`src/rtl/chan_sel_pkg.sv`:
```
// Shared definitions for the channel selector: mode encodings and the
// select-width helper used by the elaboration-time parameter checks.
package chan_sel_pkg;

    localparam logic MODE_DIRECT = 1'b0;
    localparam logic MODE_RR     = 1'b1;

    // Smallest select width able to address n channels.
    function automatic int min_sel_w(input int n);
        return (n <= 2) ? 1 : $clog2(n);
    endfunction

endpackage

```
`src/rtl/rr_pick.sv`:
```
// Combinational round-robin finder: returns the first requesting index
// strictly after ptr, wrapping around, via a double-width masked search.
module rr_pick #(
    parameter int NUM_CH = 10,
    parameter int PTR_W  = 4
) (
    input  logic [NUM_CH-1:0] req,
    input  logic [PTR_W-1:0]  ptr,
    output logic              found,
    output logic [PTR_W-1:0]  idx
);

    logic [2*NUM_CH-1:0] dbl;
    logic [2*NUM_CH-1:0] masked;

    // Upper copy of req covers the wrapped part of the search window.
    always_comb begin
        dbl    = {req, req};
        masked = '0;
        for (int j = 0; j < 2*NUM_CH; j++) begin
            masked[j] = dbl[j] && (j > int'(ptr));
        end
        found = 1'b0;
        idx   = '0;
        for (int j = 2*NUM_CH-1; j >= 0; j--) begin
            if (masked[j]) begin
                found = 1'b1;
                idx   = PTR_W'((j >= NUM_CH) ? (j - NUM_CH) : j);
            end
        end
    end

endmodule

```
`src/rtl/chan_sel_mux.sv`:
```
// N:1 channel selector with one registered output entry, direct or
// round-robin channel choice, and a pulse flag for out-of-range selects.
module chan_sel_mux
    import chan_sel_pkg::*;
#(
    parameter int NUM_CH = 10,
    parameter int DATA_W = 1,
    parameter int SEL_W  = 4
) (
    input  logic                     clk,
    input  logic                     rst_n,
    input  logic [NUM_CH*DATA_W-1:0] in_data,
    input  logic [NUM_CH-1:0]        in_valid,
    output logic [NUM_CH-1:0]        in_ready,
    input  logic                     mode,
    input  logic [SEL_W-1:0]         sel,
    output logic [DATA_W-1:0]        out_data,
    output logic [SEL_W-1:0]         out_ch,
    output logic                     out_valid,
    input  logic                     out_ready,
    output logic                     sel_err
);

    if (NUM_CH < 2 || NUM_CH > 16) begin : g_bad_num_ch
        $error("chan_sel_mux: NUM_CH must be within 2..16");
    end
    if (SEL_W < min_sel_w(NUM_CH)) begin : g_bad_sel_w
        $error("chan_sel_mux: SEL_W too narrow for NUM_CH");
    end

    logic [SEL_W-1:0]  rr_ptr;
    logic              rr_found;
    logic [SEL_W-1:0]  rr_idx;
    logic              load_en;
    logic              sel_ok;
    logic [SEL_W-1:0]  cand;
    logic              cand_ok;
    logic              cand_valid;
    logic [DATA_W-1:0] cand_data;
    logic              grant;
    logic              xfer;

    rr_pick #(
        .NUM_CH (NUM_CH),
        .PTR_W  (SEL_W)
    ) u_rr_pick (
        .req   (in_valid),
        .ptr   (rr_ptr),
        .found (rr_found),
        .idx   (rr_idx)
    );

    assign load_en = !out_valid || out_ready;
    assign sel_ok  = int'(sel) < NUM_CH;

    // Candidate choice; data/valid are picked by index compare so an
    // out-of-range sel never indexes past the flattened bus.
    always_comb begin
        cand       = sel;
        cand_ok    = sel_ok;
        cand_valid = 1'b0;
        cand_data  = '0;
        in_ready   = '0;
        if (mode == MODE_RR) begin
            cand    = rr_idx;
            cand_ok = rr_found;
        end
        grant = load_en && cand_ok;
        for (int i = 0; i < NUM_CH; i++) begin
            if (int'(cand) == i) begin
                cand_valid  = in_valid[i];
                cand_data   = in_data[i*DATA_W +: DATA_W];
                in_ready[i] = grant;
            end
        end
        xfer = grant && cand_valid;
    end

    always_ff @(posedge clk or negedge rst_n) begin
        if (!rst_n) begin
            out_valid <= 1'b0;
            out_data  <= '0;
            out_ch    <= '0;
            sel_err   <= 1'b0;
            rr_ptr    <= SEL_W'(NUM_CH - 1);
        end else begin
            sel_err <= (mode == MODE_DIRECT) && load_en && !sel_ok;
            if (load_en) begin
                // A free slot with no transfer means the held entry was consumed.
                out_valid <= xfer;
                if (xfer) begin
                    out_data <= cand_data;
                    out_ch   <= cand;
                end
            end
            if (mode == MODE_RR && xfer) begin
                rr_ptr <= cand;
            end
        end
    end

endmodule
```
`config.mk`:
```
export PLATFORM = sky130hd
export DESIGN_NAME = chan_sel_mux
export DESIGN_NICKNAME = d
export VERILOG_FILES = /design/src/rtl/chan_sel_pkg.sv /design/src/rtl/rr_pick.sv /design/src/rtl/chan_sel_mux.sv
export SDC_FILE = /design/constraint.sdc
export NUM_CORES = 1
export LEC_CHECK = 0
export CORE_MARGIN = 2
export CORE_UTILIZATION = 35
export DETAILED_ROUTE_END_ITERATION = 6
export PLACE_DENSITY = 0.72
export SLEW_MARGIN = 20
export SYNTH_ARGS = -nofsm -noshare
export SYNTH_HDL_FRONTEND = slang
export SYNTH_SLANG_ARGS = --single-unit
```
`constraint.sdc`:
```
create_clock -name clk -period 3.7 [get_ports clk]
set_input_delay 0.74 -clock clk [delete_from_list [all_inputs] [get_ports clk]]
set_output_delay 0.74 -clock clk [all_outputs]
set_load 0.02 [all_outputs]
```
### Yosys cells after proc, flatten, opt, wreduce, memory -nomap -nowiden

Cells that the tools add are included.

| storage, ports and cells | value |
|---|---|
| flip-flop bits (word level) | 11 |
| input port bits | 28 |
| word-level logic and storage cells | 126 |
| output and inout bits | 17 |

| operators by class | value |
|---|---|
| equal/unequal tests | 9 |
| bitwise gates (word level) | 1 |
| magnitude comparators | 16 |
| reductions and logical operators | 25 |
| mux-type cells | 70 |

Operators by type and width:

| operator | count |
|---|---|
| 4-bit two-way mux | 20 |
| 1-bit two-way mux | 50 |
| 4-bit > comparator, first input constant | 8 |
| 4-bit equality test, second input constant | 6 |
| 1-bit logical AND | 20 |
| 3-bit by 4-bit > comparator with 1-bit output, first input constant | 4 |
| 4-bit by 3-bit equality test with 1-bit output, second input constant | 2 |
| 2-bit by 4-bit > comparator with 1-bit output, first input constant | 2 |
| 4-bit by 2-bit equality test with 1-bit output, second input constant | 1 |
| 1-bit by 4-bit > comparator with 1-bit output, first input constant | 1 |
| 4-bit zero test | 1 |
| 4-bit less-than comparator, second input constant | 1 |
| 1-bit zero test | 2 |
| 2-bit AND reduction | 1 |
| 1-bit logical OR | 1 |
| 1-bit NOT | 1 |

### Logic depth before layout (Yosys ltp)

Gate-level depths: netlist (run 1).

| logic depth | value |
|---|---|
| depth in word-level cells | 33 |
| depth in mapped cells | 12 |
| gate-level depth less buffers | 9 |

### By module

A second synthesis (run 1) with hierarchy kept.

| unflattened totals | value |
|---|---|
| cell total of the unflattened synthesis | 186 |
| area total of the unflattened synthesis | 1458.9 um^2 |

By module, submodules not included:

| module | instances | sequential area each (um^2) | area an instance (um^2) | cells each |
|---|---|---|---|---|
| chan_sel_mux | 1 | 277.8 | 968.4 | 110 |
| rr_pick | 1 | 0.0 | 490.5 | 76 |

### Least setup slack after synthesis (run 1)

No wires, ideal clock.

| path | value |
|---|---|
| kind | in2out |
| from | input in_valid[5] |
| to | output in_ready[0] |
| stages | 8 |
| slack | 0.305 ns |
| required time | 2.960 ns |
| buffers on the path | 2 |
| arrival | 2.655 ns |
| path through | buf_4 or3b_1 a21o_1 a211o_1 a41oi_2 nor2_2 buf_2 nor3_1 |

| between the ends | value |
|---|---|
| word-level cells in the longest chain between the ends | 19 |
| elaborated cells on any way between the ends | 37 |
| those cells by class | 33 x mux; 4 x reduce/logical |

Ends and longest elaborated chain:

| element | line | RTL |
|---|---|---|
| start, declared | chan_sel_mux.sv:13 | `input logic [NUM_CH-1:0] in_valid,` |
| 1-bit logical AND | rr_pick.sv:21 | `masked[j] = dbl[j] && (j > int'(ptr));` |
| 4-bit two-way mux or 1-bit two-way mux (tied branches) (15 in a row) | rr_pick.sv:26 | `if (masked[j]) begin` |
| 4-bit two-way mux or 1-bit two-way mux (tied branches) | chan_sel_mux.sv:64 | `if (mode == MODE_RR) begin` |
| 4-bit zero test or 1-bit logical AND (tied branches) | chan_sel_mux.sv:70, chan_sel_mux.sv:68 |  |
| 1-bit two-way mux (*) | chan_sel_mux.sv:70 | `if (int'(cand) == i) begin` |
| end, declared | chan_sel_mux.sv:14 | `output logic [NUM_CH-1:0] in_ready,` |

Mark *: on every way between the ends. The rest lies on a longest branch, timed or not.

### Worst setup path in the final report (run 1)

| path | value |
|---|---|
| from | input in_valid[6] |
| to | output in_ready[0] |

| between the ends | value |
|---|---|
| word-level cells in the longest chain between the ends | 19 |
| elaborated cells on any way between the ends | 38 |
| those cells by class | 35 x mux; 3 x reduce/logical |

Ends and longest elaborated chain:

| element | line |
|---|---|
| 4-bit two-way mux or 1-bit two-way mux (tied branches) (16 in a row) | rr_pick.sv:26 |
| 4-bit two-way mux or 1-bit two-way mux (tied branches) | chan_sel_mux.sv:64 |
| 4-bit zero test or 1-bit logical AND (tied branches) | chan_sel_mux.sv:70, chan_sel_mux.sv:68 |
| 1-bit two-way mux (*) | chan_sel_mux.sv:70 |

Marks and branches as above.

==> out/metrics.yaml, run 1 <==
run_status:
  status: "finished clean"
drt:
  vias_per_cell: 5.69
  drc_errors: 0
  wl_per_cell_um: 15.5
  dr.pass1.iters: 4
  antenna_left: 0
  drt_iter0_markers: 122
  wirelength_um: 5280
  vias: 1935
die:
  core_um2: 4290
  num_rows: 24
  dieArea_um2: 4950
  die_x_um: 70.4
  die_y_um: 70.4
  initial_core_util_pct: 35.9
  ioPinCount: 45
power_and_ir_drop:
  p_int_uw: 840
  switching_power_uw: 662
  power_leakage_uw: 0.00109
  power_density_nw_per_um2: 594
  p_total_uw: 1500
  ir_worst_vdd_uv: 310
  p_sw_share_pct: 44.1
  combPwrFrac_pct: 76.8
  seqPwrFrac_pct: 15.5
  clkPwrFrac_pct: 7.7
yosys:
  ys_seq_area_share_pct: 18.0
  synth_top_family_by_area: "compound AO/OA/AOI/OAI gates"
  synth_compound_area_share_pct: 40.6
  syn_avg_cell_area_um2: 7.83
  synth_edf_count: 0
  synth_adder_area_share_pct: 0
  synthCells: 197
  synth_area_um2: 1540
  synthMuxAreaShare_pct: 8.19
  synth_seq_cells: 11
  synth.distinct_cells: 62
  synthesis.nets: 225
  synth-simple-area-share_pct: 26.2
  synth_warnings: 0
  synth_xor_area_share_pct: 0
  async_reset_ff_share_pct: 100
  synthFlopType: "dfrtp_1"
sta:
  min_period_ps: 3650
  fin_crit_sh_pct: 98.6
  setup-violations-final: 0
  hold_viol: 0
  slew_headroom_pct: 66.9
  finalMaxSlewViolations: 0
  worst-slew-pin-transition_ps: 494
  fin_skew_ps: 1.21
  rsz0062_at_grt: "yes"
  fmax_mhz: 274
  fin_setup_tns_ps: 0
setup_path:
  end_kind: "output port"
  path_common_cell: "buf_4"
  critPathKind: "primary input to output port"
  cp.required_ps: 2960
  worstSetupStartpointType: "primary input"
  path_cells: "clkdlybuf4s50_1, buf_4, o2bb2ai_2, a41oi_2, or3_4, o31a_1, o21ai_0, buf_4, nor3_1, clkdlybuf4s15_2"
  startpoint: "in_valid[6]"
  critPathSlowestCell: "clkdlybuf4s50_1"
  reg2reg_setup_slack_ps: 450
  reg2reg_depth: 11
  arrival_ps: 2910
  crit_fanout: 5
  timing.rr.start: "rr_ptr[0]"
  slowest_delay_ps: 440
  r2r-end: "out_ch[2]"
  setup.worst_path.end: "in_ready[0]"
grt:
  grt_overflow: 0
  grt_pass1_wl_um: 8850
  antenna_found_initial: 0
  grt_pass1_vias: 1947
  grt_start_max_net_pins: 21
  track_usage_pct: 21.5
clock_tree:
  cts-root-buf: "clkbuf_8"
  clockBufferDepth: 2
  clk_latency_ps: 230
  cts_sinks: 11
  htreeDepth: 1
  postCtsHoldBufs: 0
  clk_pin_slew_ps: 50
  numCtsBuffers: 3
  cts_tree: "yes"
final_layout:
  utilization_pct: 58.9
  area_growth_pct: 63.9
  finalNetCount: 317
  fill_cells: 386
  drive_gt1_share_pct: 37.5
  antenna_cells: 0
placement:
  numPortBuffers: 44
  dpl.hpwl_um: 3980
  gp_congestion: 0.892
run:
  drv_cap: 0
min_path:
  holdCritPathClass: "register to register"
[worst min path at each step]
stage | startpoint | end | slack (ps) | depth (start not counted)
after floorplan | rst_n | out_ch[0] | 440 | 0
after global placement | out_ch[1] | out_ch[1] | 500 | 1
after detailed placement | out_ch[1] | out_ch[1] | 500 | 1
after CTS | out_ch[1] | out_ch[1] | 510 | 1
after global routing | out_ch[1] | out_ch[1] | 530 | 1
final | out_ch[1] | out_ch[1] | 510 | 1
[worst max-delay path: cells and delay by family]
kind / cells / cell delay, ps
AO/OA/AOI/OAI: 4 / 730
AND/OR/NAND/NOR: 2 / 420
buffers and inverters: 4 / 1020
[through the flow]
stage	instance area, µm²	std cells	setup slack (ps)	hold slack, ps
floorplan	1540	197	305	444
global placement	2370	332	-430	500
detailed placement	2370	332	-510	499
CTS	2490	337	6.65	512
global route	2530	340	-48.2	528
finish	2530	340	51.9	508
[flip-flops by register name, indices dropped and copies added, names as in the netlist]
| register | flops |
|---|---|
| sel_err | 1 |
| out_valid | 1 |
| out_data | 1 |
| out_ch | 4 |
| rr_ptr | 4 |
[Yosys cell counts, types with 2 or more instances]
cell / instances / share of area (%)
a211oi_1: 4 / 1.9
a21o_1: 5 / 2.4
a21oi_1: 11 / 3.6
a31oi_1: 2 / 0.81
a41oi_1: 4 / 2.3
and3_1: 2 / 0.81
buf_2: 8 / 2.6
buf_4: 2 / 0.97
buf_6: 2 / 1.5
dfrtp_1: 9 / 15
dfstp_2: 2 / 3.4
inv_1: 7 / 1.7
mux2_4: 5 / 4.9
mux2i_1: 4 / 2.6
nand2_1: 14 / 3.4
nand2b_1: 7 / 2.8
nand3_1: 6 / 1.9
nand4_1: 2 / 0.81
nor2_1: 20 / 4.9
nor2b_1: 6 / 2.4
nor3_1: 5 / 1.6
nor4_1: 2 / 0.81
o211ai_1: 5 / 2.4
o21a_1: 4 / 1.9
o21ai_0: 7 / 2.3
o21ai_1: 4 / 1.3
o21bai_1: 3 / 1.5
o22a_1: 3 / 1.7
o22ai_1: 3 / 1.2
o2bb2ai_1: 2 / 1.1
o31ai_1: 3 / 1.5
or2_1: 2 / 0.81
or2b_1: 2 / 0.97
or3_1: 2 / 0.81
[power groups by stage]
stage,sequential [µW],clock [µW],combinational [µW]
6_report,234,116,1150
5_1_grt,239,126,1240
4_1_cts,231,118,1110
3_5_place_dp,233,0,1080
3_3_place_gp,230,0,1060
2_1_floorplan,244,0,645
[logic make-up after synthesis]
logic type | count (synthesis)
and+or+nand+nor | 78
muxes | 10
buffers and inverters | 20
DFF | 11
AOI/OAI and AO/OA | 78
[cells in the final DEF (no fill, tap or decap), types with 5 or more instances in the layout]
cell type        count
a21o_1               5
a21oi_1             10
buf_4               54
clkbuf_2             5
clkdlybuf4s50_1     31
dfrtp_1              9
inv_1                7
mux2_4               5
nand2_1             13
nand2b_1             7
nor2_1              20
nor2b_1              6
nor3_1               5
o211ai_1             5
o21ai_0              7
[cell type report]
class / instances / area (µm²) / area share, %
Sequential cell: 11 / 278 / 11.0
Timing Repair Buffer: 100 / 845 / 33.4
Tap cell: 52 / 65.1 / 2.57
Clock buffer: 4 / 45.0 / 1.78
Inverter: 7 / 26.3 / 1.04
Multi-Input combinational cell: 166 / 1270 / 50.2
[what timing repair did]
item	in CTS	in global routing
buffers inserted	1	3
gates resized for setup	36	25
setup endpoints to repair	15	16
pin swaps	2	5
[layer usage]
metal / up-vias / wire, µm / global-route usage, %
met3: 10 / 342 / 3.46
met1: 909 / 2290 / 27.7
met2: 81 / 2570 / 37.3
met4: 0 / 82 / 5.13
li1: 935 / - / -
met5: - / 0 / 0
No activity file was read; power rests on OpenSTA's default activity.
==> run 2: changes to the inputs <==
- DONT_BUFFER_PORTS: default -> 1
- PLACE_DENSITY: 0.72 -> 0.59
==> run 2 against run 1 <==
Effect of this change:
- sequential cell count stayed put
- clock skew up 4.8 ps
- critical path depth down 3
- wire length down 16%
- largest cell class unchanged
- design area down 35%
- hold slack worse by 320 ps
- combinational power decreased by 40%
==> out/metrics.yaml, run 2 (synthesis gave the netlist of run 1 again) <==
placement:
  dpl.hpwl_um: 3310
  dp_cells: 243
  numPortBuffers: 0
  gp_congestion: 0.833
sta:
  setup-violations-final: 0
  fin_skew_ps: 5.98
  rsz0062_at_grt: "no"
  slew_headroom_pct: 61.6
  fin_crit_sh_pct: 95.7
  fin_setup_tns_ps: 0
  hold_viol: 0
  fmax_mhz: 282
  finalMaxSlewViolations: 0
  min_period_ps: 3540
  worst-slew-pin-transition_ps: 561
grt:
  grt_pass1_wl_um: 7320
  grt_overflow: 0
  grt_start_max_net_pins: 20
  grt_pass1_vias: 1494
  antenna_found_initial: 0
  track_usage_pct: 18.1
die:
  num_rows: 24
  dieArea_um2: 4950
  initial_core_util_pct: 35.9
  core_um2: 4290
  die_y_um: 70.4
  ioPinCount: 45
  die_x_um: 70.4
clock_tree:
  post_cts_buffers: 0
  clk_latency_ps: 240
  clk_pin_slew_ps: 50
  clockBufferDepth: 2
  cts_tree: "yes"
  cts-root-buf: "clkbuf_8"
  numCtsBuffers: 3
  htreeDepth: 1
  cts_resized: 0
  cts_sinks: 11
  postCtsHoldBufs: 0
drt:
  vias: 1558
  vias_per_cell: 6.31
  antenna_left: 0
  wirelength_um: 4420
  drc_errors: 0
  wl_per_cell_um: 17.9
  dr.pass1.iters: 4
  drt_iter0_markers: 67
setup_path:
  worstSetupStartpointType: "register"
  arrival_ps: 2800
  crit_fanout: 18
  end_kind: "output port"
  reg2reg_setup_slack_ps: 530
  critPathKind: "register to output port"
  cp.required_ps: 2960
run:
  drv_cap: 0
power_and_ir_drop:
  seqPwrFrac_pct: 28.2
  combPwrFrac_pct: 61.1
  power_density_nw_per_um2: 686
  switching_power_uw: 554
  p_sw_share_pct: 49.3
  power_leakage_uw: 0.000631
  p_int_uw: 569
  clkPwrFrac_pct: 10.7
  ir_worst_vdd_uv: 247
final_layout:
  antenna_cells: 0
  drive_gt1_share_pct: 16.9
  largest_registers: "out_ch (4), rr_ptr (4)"
  final_cells: 247
  finalNetCount: 224
  mostFrequentLayoutCell: "nor2_1"
  most-common-layout-cells: "nor2_1, nand2_1, a21oi_1, dfrtp_1"
  area_growth_pct: 6.16
min_path:
  holdCritPathClass: "primary input to asynchronous set/reset pin"
run_status:
  status: "finished clean"
-- run 2: cell count changes in the layout (fill, tap and decap cells not counted), moves of 2 or more --
cell             change
a41oi_1              +3
a211oi_1             +2
a41oi_2              -3
buf_2                -2
clkbuf_2             -5
clkdlybuf4s50_1     -31
a211oi_2             -2
buf_4               -47
nand3_2              -2
clkdlybuf4s15_2      -2
nand3_1              +2
-- run 2: area by class of cell --
type / instances / area (µm²)
Tap cell: 52 / 65.1
Inverter: 7 / 26.3
Fill cell: 458 / 2660
Multi-Input combinational cell: 166 / 1170
Clock buffer: 4 / 45.0
Sequential cell: 11 / 279
Timing Repair Buffer: 7 / 52.6
-- run 2: per-layer routing --
metal / wire length [µm] / vias to the layer above / global-route usage (%)
li1: - / 745 / -
met1: 2020 / 766 / 23.1
met2: 2130 / 41 / 31.2
met3: 206 / 6 / 1.88
met4: 58 / 0 / 6.62
met5: 0 / - / 0
-- run 2: per-stage QoR --
| stage | cell area [µm²] | power, µW | utilization (%) | setup WS [ps] | hold WS, ps |
|---|---|---|---|---|---|
| final | 1640 | 1120 | 38.1 | 160 | 192 |
| after global routing | 1640 | 1200 | 38.1 | 2.64 | 182 |
| after CTS | 1620 | 1110 | 37.8 | 88.8 | 187 |
| after detailed placement | 1580 | 986 | 36.8 | 339 | 445 |
| after global placement | 1580 | 983 | 36.8 | 348 | 445 |
| after floorplan | 1540 | 889 | - | 305 | 444 |
-- run 2: worst paths after layout --
| check | to | startpoint | cells after the start |
|---|---|---|---|
| worst max-delay path | in_ready[8] | rr_ptr[3] | 7 |
| worst min-delay path | rr_ptr[2] | rst_n | 0 |
| worst max register to register | out_ch[0] | rr_ptr[1] | 10 |
| worst min register to register | rr_ptr[3] | rr_ptr[3] | 2 |
| max in group asynchronous | rr_ptr[0] | rst_n | 0 |
| min in group clk | rr_ptr[3] | rr_ptr[3] | 2 |
-- run 2: power by group through the flow --
stage	clock (µW)	sequential [µW]	combinational, µW
finish	121	316	687
global route	130	325	746
CTS	126	311	676
detailed placement	0	312	674
global placement	0	312	671
floorplan	0	244	645
-- run 2: worst max-delay path: stages, from the launching register on --
cell,delay [ps]
dfstp_2,720
nand2_1,180
o22ai_1,350
o21ai_1,190
a41oi_2,320
or2_1,250
nand3_1,180
nor2_1,370
==> run 3: changes to the inputs <==
- PLACE_DENSITY: 0.59 -> 0.56
- TNS_END_PERCENT: default -> 10
==> run 3 against run 2 <==
Effect of this change:
- register-to-register slack lost 90 ps
- sequential share of layout area grew 0.12 points
- utilization shrank 0.087 points
- global-route usage is 0.30 points lower
- via count shrank 4.3%
- final cell count is 0.40% higher
- non-clock buffer count grew 1
- design area is 0.23% lower
==> out/metrics.yaml, run 3 (synthesis gave the netlist of run 1 again) <==
placement:
  dpl_cell_area_um2: 1590
  place_ws_ps: 335
  dp_cells: 244
  dpl.hpwl_um: 3330
  numPortBuffers: 0
  gp_congestion: 0.819
final_layout:
  mostFrequentLayoutCell: "nor2_1"
  largest_registers: "out_ch (4), rr_ptr (4)"
  finalNetCount: 225
  drive_gt1_share_pct: 16.8
  most-common-layout-cells: "nor2_1, nand2_1, a21oi_1, buf_4"
  final_cells: 248
  final_area_um2: 1630
  area_growth_pct: 5.92
  antenna_cells: 0
min_path:
  holdCritPathClass: "primary input to asynchronous set/reset pin"
setup_path:
  crit_fanout: 18
  critPathKind: "register to output port"
  end_kind: "output port"
  worstSetupStartpointType: "register"
  path_common_cell: "a41oi_1"
  arrival_ps: 2730
  critPathSlowestCell: "dfstp_2"
  cp.required_ps: 2960
  slowest_delay_ps: 720
  path_cells: "and2_1, a41oi_1, a41oi_1, o22a_1, nand3_1, nor2_1"
sta:
  fin_setup_tns_ps: 0
  fin_crit_sh_pct: 93.7
  min_period_ps: 3470
  worst-slew-pin-transition_ps: 645
  setup-violations-final: 0
  fin_skew_ps: 2.50
  fmax_mhz: 288
  finalMaxSlewViolations: 0
  hold_viol: 0
  fin_ws_ps: 231
  rsz0062_at_grt: "no"
  slew_headroom_pct: 55.9
drt:
  vias_per_cell: 6.01
  antenna_left: 0
  drc_errors: 0
  wirelength_um: 4340
  dr.pass1.iters: 4
  wl_per_cell_um: 17.5
  drt_iter0_markers: 70
  vias: 1491
grt:
  grt_pass1_vias: 1429
  track_usage_pct: 17.8
  grt_pass1_wl_um: 7250
  grt_start_max_net_pins: 20
  grt_overflow: 0
  antenna_found_initial: 0
clock_tree:
  cts_sinks: 11
  post_cts_buffers: 0
  cts_tree: "yes"
  clockBufferDepth: 2
  clk_pin_slew_ps: 50
  clk_latency_ps: 240
  numCtsBuffers: 3
  htreeDepth: 1
  cts-root-buf: "clkbuf_8"
die:
  num_rows: 24
  dieArea_um2: 4950
  die_x_um: 70.4
  ioPinCount: 45
  initial_core_util_pct: 35.9
  core_um2: 4290
  die_y_um: 70.4
power_and_ir_drop:
  p_int_uw: 573
  power_density_nw_per_um2: 689
  switching_power_uw: 552
  seqPwrFrac_pct: 28.7
  ir_worst_vdd_uv: 229
  clkPwrFrac_pct: 10.9
  p_sw_share_pct: 49.1
  combPwrFrac_pct: 60.4
  power_leakage_uw: 0.000633
run:
  drv_cap: 0
run_status:
  status: "finished clean"
[run 3: cell count changes in the layout (fill, tap and decap cells not counted), sizes merged]
cell and delta:
buf +1
[run 3: cell type report]
| class | count | area, µm² |
|---|---|---|
| fill | 455 | 2660 |
| multi-input combinational | 166 | 1160 |
| sequential | 11 | 280 |
| tap | 52 | 65.1 |
| timing repair buffer | 8 | 60.1 |
| clock buffer | 4 | 45.0 |
| inverter | 7 | 26.3 |
[run 3: per-stage QoR]
step           hold WS, ps  util (%)  power [µW]
2_1_floorplan          444         -         889
3_3_place_gp           445      36.9         993
3_5_place_dp           445      36.9         999
4_1_cts                193      38.0        1120
5_1_grt                186      38.1        1210
6_report               193      38.1        1130
[run 3: power by group through the flow]
stage,clock network [µW],logic [µW],registers (µW)
finish,123,680,323
global route,127,749,333
CTS,123,679,321
detailed placement,0,678,320
global placement,0,671,322
floorplan,0,645,244
[run 3: per-layer routing]
layer	track usage [%]	routed length (µm)	vias to the layer above	share of wire [%]
met3	2.31	250	4	5.8
met2	28.0	2020	49	46
met5	0	0	-	0
li1	-	-	753	-
met4	6.20	43	0	0.99
met1	24.9	2030	685	47
[run 3: worst max-delay path, delay by kind of cell, from the launching register on]
kind | cells | cell delay [ps]
and+or+nand+nor | 3 | 840
AOI/OAI and AO/OA | 3 | 940
DFF | 1 | 720
[run 3: worst paths after layout]
path | start | endpoint | slack (ps) | cells after the start
worst max-delay path | rr_ptr[3] | in_ready[8] | 230 | 6
worst min-delay path | rst_n | rr_ptr[2] | 190 | 0
worst max register to register | rr_ptr[3] | out_data | 440 | 10
worst min register to register | rr_ptr[3] | rr_ptr[3] | 620 | 2
max in group asynchronous | rst_n | rr_ptr[0] | 3340 | 0
min in group clk | rr_ptr[3] | rr_ptr[3] | 620 | 2
[run 3: what timing repair did]
action                                  CTS  global route
endpoints found under the hold margin     0             0
hold buffers                              0             0
resized for setup                         0             3
endpoints found under the setup margin    0             7
